File: src/rtl/fifo_ctrl.sv
// fifo_ctrl: round-robin write arbiter for three byte requesters in front of a FIFO,
// plus a two-entry prefetch buffer that turns FIFO reads into a valid/ready stream.
module fifo_ctrl #(
    parameter int unsigned AFULL_LEVEL = 6
) (
    input  logic        clk,
    input  logic        rst,
    input  logic [2:0]  req_valid,
    input  logic [23:0] req_data,
    output logic [2:0]  req_ready,
    output logic        fifo_wr_en,
    output logic [7:0]  fifo_data_in,
    input  logic        fifo_full,
    output logic        fifo_rd_en,
    input  logic [7:0]  fifo_data_out,
    input  logic        fifo_empty,
    input  logic [3:0]  fifo_words,
    output logic        m_valid,
    output logic [7:0]  m_data,
    input  logic        m_ready,
    output logic [1:0]  grant_id,
    output logic        almost_full
);

    localparam int unsigned NUM_REQ = 3;
    localparam int unsigned DATA_W  = 8;
    localparam int unsigned PTR_W   = 2;
    localparam int unsigned SUM_W   = 3;

    typedef enum logic [1:0] {
        ST_EMPTY = 2'd0,
        ST_ONE   = 2'd1,
        ST_TWO   = 2'd2
    } occ_e;

    // Reduce a requester index in 0..2*NUM_REQ-2 back into 0..NUM_REQ-1.
    function automatic logic [PTR_W-1:0] wrap_idx(input logic [SUM_W-1:0] x);
        logic [PTR_W-1:0] r;
        if (x >= SUM_W'(NUM_REQ)) begin
            r = PTR_W'(x - SUM_W'(NUM_REQ));
        end else begin
            r = PTR_W'(x);
        end
        return r;
    endfunction

    logic [PTR_W-1:0]  ptr_q;
    logic [PTR_W-1:0]  ptr_d;
    logic [PTR_W-1:0]  grant_id_q;
    logic [PTR_W-1:0]  grant_id_d;
    logic              req_hit_c;
    logic [PTR_W-1:0]  grant_idx_c;
    logic              grant_c;

    occ_e              state_q;
    occ_e              state_d;
    logic              inflight_q;
    logic              inflight_d;
    logic [DATA_W-1:0] head_q;
    logic [DATA_W-1:0] head_d;
    logic [DATA_W-1:0] tail_q;
    logic [DATA_W-1:0] tail_d;
    logic              pop_c;
    logic              capture_c;
    logic [SUM_W-1:0]  pending_c;

    // Search upward from ptr; idle requesters are passed over without using a turn.
    always_comb begin
        req_hit_c   = 1'b0;
        grant_idx_c = '0;
        for (int unsigned k = 0; k < NUM_REQ; k++) begin
            if (!req_hit_c && req_valid[wrap_idx(SUM_W'(ptr_q) + SUM_W'(k))]) begin
                req_hit_c   = 1'b1;
                grant_idx_c = wrap_idx(SUM_W'(ptr_q) + SUM_W'(k));
            end
        end
        grant_c = req_hit_c && !fifo_full && !rst;
    end

    always_comb begin
        req_ready    = '0;
        fifo_wr_en   = 1'b0;
        fifo_data_in = '0;
        ptr_d        = ptr_q;
        grant_id_d   = grant_id_q;
        if (grant_c) begin
            req_ready[grant_idx_c] = 1'b1;
            fifo_wr_en             = 1'b1;
            case (grant_idx_c)
                2'd0:    fifo_data_in = req_data[7:0];
                2'd1:    fifo_data_in = req_data[15:8];
                default: fifo_data_in = req_data[23:16];
            endcase
            ptr_d      = wrap_idx(SUM_W'(grant_idx_c) + SUM_W'(1));
            grant_id_d = grant_idx_c;
        end
    end

    always_ff @(posedge clk or posedge rst) begin
        if (rst) begin
            ptr_q      <= '0;
            grant_id_q <= '0;
        end else begin
            ptr_q      <= ptr_d;
            grant_id_q <= grant_id_d;
        end
    end

    assign grant_id    = grant_id_q;
    assign almost_full = (32'(fifo_words) >= AFULL_LEVEL);

    // Read side: a read issued now returns data next cycle, so count it as reserved space.
    assign m_valid    = (state_q != ST_EMPTY);
    assign m_data     = head_q;
    assign pop_c      = m_valid && m_ready;
    assign capture_c  = inflight_q;
    assign pending_c  = SUM_W'(state_q) + SUM_W'(inflight_q) - SUM_W'(pop_c);
    assign fifo_rd_en = !rst && !fifo_empty && (pending_c < SUM_W'(2));
    assign inflight_d = fifo_rd_en;

    always_comb begin
        state_d = state_q;
        head_d  = head_q;
        tail_d  = tail_q;
        case (state_q)
            ST_EMPTY: begin
                if (capture_c) begin
                    head_d  = fifo_data_out;
                    state_d = ST_ONE;
                end
            end
            ST_ONE: begin
                if (capture_c && pop_c) begin
                    head_d = fifo_data_out;
                end else if (capture_c) begin
                    tail_d  = fifo_data_out;
                    state_d = ST_TWO;
                end else if (pop_c) begin
                    state_d = ST_EMPTY;
                end
            end
            ST_TWO: begin
                if (capture_c && pop_c) begin
                    head_d = tail_q;
                    tail_d = fifo_data_out;
                end else if (pop_c) begin
                    head_d  = tail_q;
                    state_d = ST_ONE;
                end
            end
            default: begin
                state_d = ST_EMPTY;
            end
        endcase
    end

    always_ff @(posedge clk or posedge rst) begin
        if (rst) begin
            state_q    <= ST_EMPTY;
            inflight_q <= 1'b0;
            head_q     <= '0;
            tail_q     <= '0;
        end else begin
            state_q    <= state_d;
            inflight_q <= inflight_d;
            head_q     <= head_d;
            tail_q     <= tail_d;
        end
    end

    a_ready_onehot: assert property (@(posedge clk) disable iff (rst) $onehot0(req_ready));
    a_rd_nonempty:  assert property (@(posedge clk) disable iff (rst) fifo_rd_en |-> !fifo_empty);
    a_no_overflow:  assert property (@(posedge clk) disable iff (rst)
                                     !(capture_c && !pop_c && state_q == ST_TWO));

endmodule

File: config.mk
export PLATFORM = sky130hd
export DESIGN_NAME = fifo_ctrl
export DESIGN_NICKNAME = d
export VERILOG_FILES = /design/src/rtl/fifo_ctrl.sv
export SDC_FILE = /design/constraint.sdc
export NUM_CORES = 1
export LEC_CHECK = 0
export CORE_MARGIN = 4
export CORE_UTILIZATION = 38
export DETAILED_ROUTE_END_ITERATION = 12
export PLACE_DENSITY = 0.85
export SLEW_MARGIN = 10
export SYNTH_ARGS = -nofsm -noshare
export SYNTH_HDL_FRONTEND = slang
export SYNTH_SLANG_ARGS = --single-unit
File: constraint.sdc
create_clock -name clk -period 2.93 [get_ports clk]
set_input_delay 0.293 -clock clk [delete_from_list [all_inputs] [get_ports clk]]
set_output_delay 0.293 -clock clk [all_outputs]
set_load 0.01 [all_outputs]
==> impl_metrics.yaml <==
floorplan:
  design.die.area_sq_um: 5240
  die_h_um: 72.4
  initial_core_util_pct: 39.4
  rows: 23
  core_area_sq_um: 4000
  die_w_um: 72.4
  pin_count: 69
setup_path:
  rr_endpoint: "tail_q[4]"
  r2r-start: "state_q[0]"
  endpoint_kind: "output pin"
  start_kind: "flop"
  path_max_fanout: 8
  path_cells: "inv_2 > ha_4 > or2b_4 > a21boi_4 > o32ai_2 > buf_4 > ha_4 > buf_6 > nor2_4 > buf_6 > nand2_2 > a21oi_2 > buf_2"
  worst-endpoint-required_ns: 2.64
  critPathMaxStageDelay_ns: 0.43
  reg2reg_setup_slack_ns: 0.62
  r2r.worst_path.cells: 7
  slowest_stage: "dfrtp_1"
  worst_ep_arrival_time_ns: 2.56
  path_class: "flop to output pin"
cells_and_area:
  fin_cells: 307
  syn2layout_area_growth_pct: 67.8
  n_antenna_cell: 0
  finish.utilization_pct: 66.1
  layout_commonest_cell: "clkdlybuf4s50_1"
  drive_gt1_share_pct: 34.2
  mostFrequentLayoutCells: "clkdlybuf4s50_1, nand2_1, dfrtp_1, buf_4, nor2_1"
  nets: 314
global_route:
  antenna_found_initial: 0
  grt_pass1_vias: 1572
  grtUsageTotal_pct: 16.7
  grt_pass1_wl_um: 7070
  grt_overflow: 0
  grt_max_degree: 24
sta:
  finalMaxSlewViolations: 0
  fin_skew_ns: 0.00837
  setup_ws_ns: 0.0802
  slew_headroom_pct: 44.4
  rsz0062_at_grt: "yes"
  period_minus_slack_ns: 2.85
  tightest_slew_ns: 0.832
  max_freq_mhz: 351
  finalHoldViolations: 0
  hold_ws_ns: 0.510
  period_share_pct: 97.3
  finalSetupViolations: 0
synth:
  synth_top_flop_cell: "dfrtp_1"
  synth_seq_cells: 23
  yosys_warnings: 0
  syn_area_per_cell_sq_um: 9.38
  seq_area_frac_synth_pct: 36.5
  syn_inst: 168
  synthArstFlopShare_pct: 100
  synth-edff-count: 0
  synth.distinct_cells: 40
  synth_nets: 224
  syn_area_sq_um: 1580
drt:
  drtIter0Drc: 61
  drt_wl_total_um: 4700
  vias: 1583
  avgViaCountPerCell: 5.16
  wire_per_inst_um: 15.3
  post-route-drc-count: 0
  postRouteAntennaNets: 0
  firstDrtPassIters: 4
min_path:
  hold_depth: 1
  holdPathEnd: "tail_q[7]"
  hp-class: "flop to flop"
  min_from: "tail_q[7]"
clocking:
  cts_tree: "yes"
  root_buffer: "clkbuf_8"
  path_clk_slew_ns: 0.08
  cts_made_buffers: 3
  cts.sinks: 23
  clock_path_buffers: 2
  postCtsHoldBufs: 0
  clk_latency_ns: 0.27
  h-tree-depth: 1
placement:
  numPortBuffers: 67
  post-place-ws_ns: -0.208
  gp_congestion: 0.876
  place_hpwl_um: 3190
  dp_cells: 299
outcome:
  status: "finished clean"
power_and_ir_drop:
  power_leakage_uw: 0.00117
  power_uw: 2690
  ir_drop_uv: 651
  power.density_nw_per_um2: 1020
job:
  maxCapViolCount: 0
-- metrics by stage --
stage          TNS (ns)  instance area [sq um]
2_1_floorplan         0                   1580
3_3_place_gp      -1.23                   2430
3_5_place_dp      -1.56                   2430
4_1_cts               0                   2550
5_1_grt          -0.436                   2650
6_report              0                   2650
-- power by group --
part	total, uW	leakage (uW)	internal, uW	switching, uW
sequential	563	0.000271	469	93.8
combinational	1940	0.000878	1040	892
clock	196	0.0000228	97.1	98.7
-- synthesized netlist by cell type (2+ instances only) --
library cell,n,share of area (%)
a21oi_1,8,2.5
a21o_1,2,0.95
buf_2,3,0.95
nor4b_1,2,1.1
a31oi_1,8,3.2
mux2_4,3,2.9
mux2_2,8,5.7
nor2_1,15,3.6
ha_1,11,8.7
o22ai_1,2,0.79
or2_2,2,0.79
a22oi_1,8,3.8
nand2_1,29,6.9
nand2b_1,4,1.6
inv_1,12,2.9
mux2i_1,4,2.5
buf_1,2,0.48
dfrtp_1,23,37
-- layout make-up --
class	count	area, sq um
fill	285	1360
tap	50	62.6
sequential	23	577
timing repair buffer	94	858
clock buffer	4	45.0
multi-input combinational	124	1060
inverter	12	45.0
-- metal layers --
layer	vias up	share of wire, %	GRT usage [%]
met5	-	0	0
met2	50	56	30.0
met4	0	2.5	5.94
met1	766	38	19.9
met3	13	3.6	3.05
li1	754	-	-
-- worst max-delay path: cells and delay by family, from the launching register on --
family	cells	cell delay, ns
AOI/OAI and AO/OA	3	0.45
buffers and inverters	5	0.64
DFF	1	0.43
adders and majority gates	2	0.35
and+or+nand+nor	3	0.42
-- flip-flops by register name, indices dropped and copies added (netlist names) --
register and cells:
m_data 8, state_q 2, ptr_q 2, capture_c 1
tail_q 8, grant_id 2
-- how the worst max path moves through the flow --
stage / from / endpoint
after floorplan: ptr_q[0] / fifo_data_in[0]
after global placement: req_valid[1] / fifo_data_in[6]
after detailed placement: req_valid[0] / fifo_data_in[2]
after CTS: ptr_q[0] / fifo_data_in[1]
after global routing: ptr_q[0] / fifo_data_in[0]
final: ptr_q[1] / fifo_data_in[0]
-- cell families (layout without fill, tap and decap cells) --
family | count (synthesis) | in the layout | share of synthesized area, %
simple gates | 58 | 58 | 16.7
xor+xnor | 1 | 1 | 0.556
compound gates | 37 | 37 | 18.0
flops | 23 | 23 | 36.5
mux | 16 | 16 | 12.0
buf+inv | 21 | 110 | 6.19
fa+ha+maj | 12 | 12 | 10.0
-- timing repair --
item / CTS / global route
gates cloned: 0 / 1
endpoints found under the hold margin: 0 / 0
pin swaps: 4 / 14
gates resized for setup: 44 / 35
setup endpoints to repair: 12 / 13
setup buffers: 2 / 1
Power figures use the tool's default switching activity.
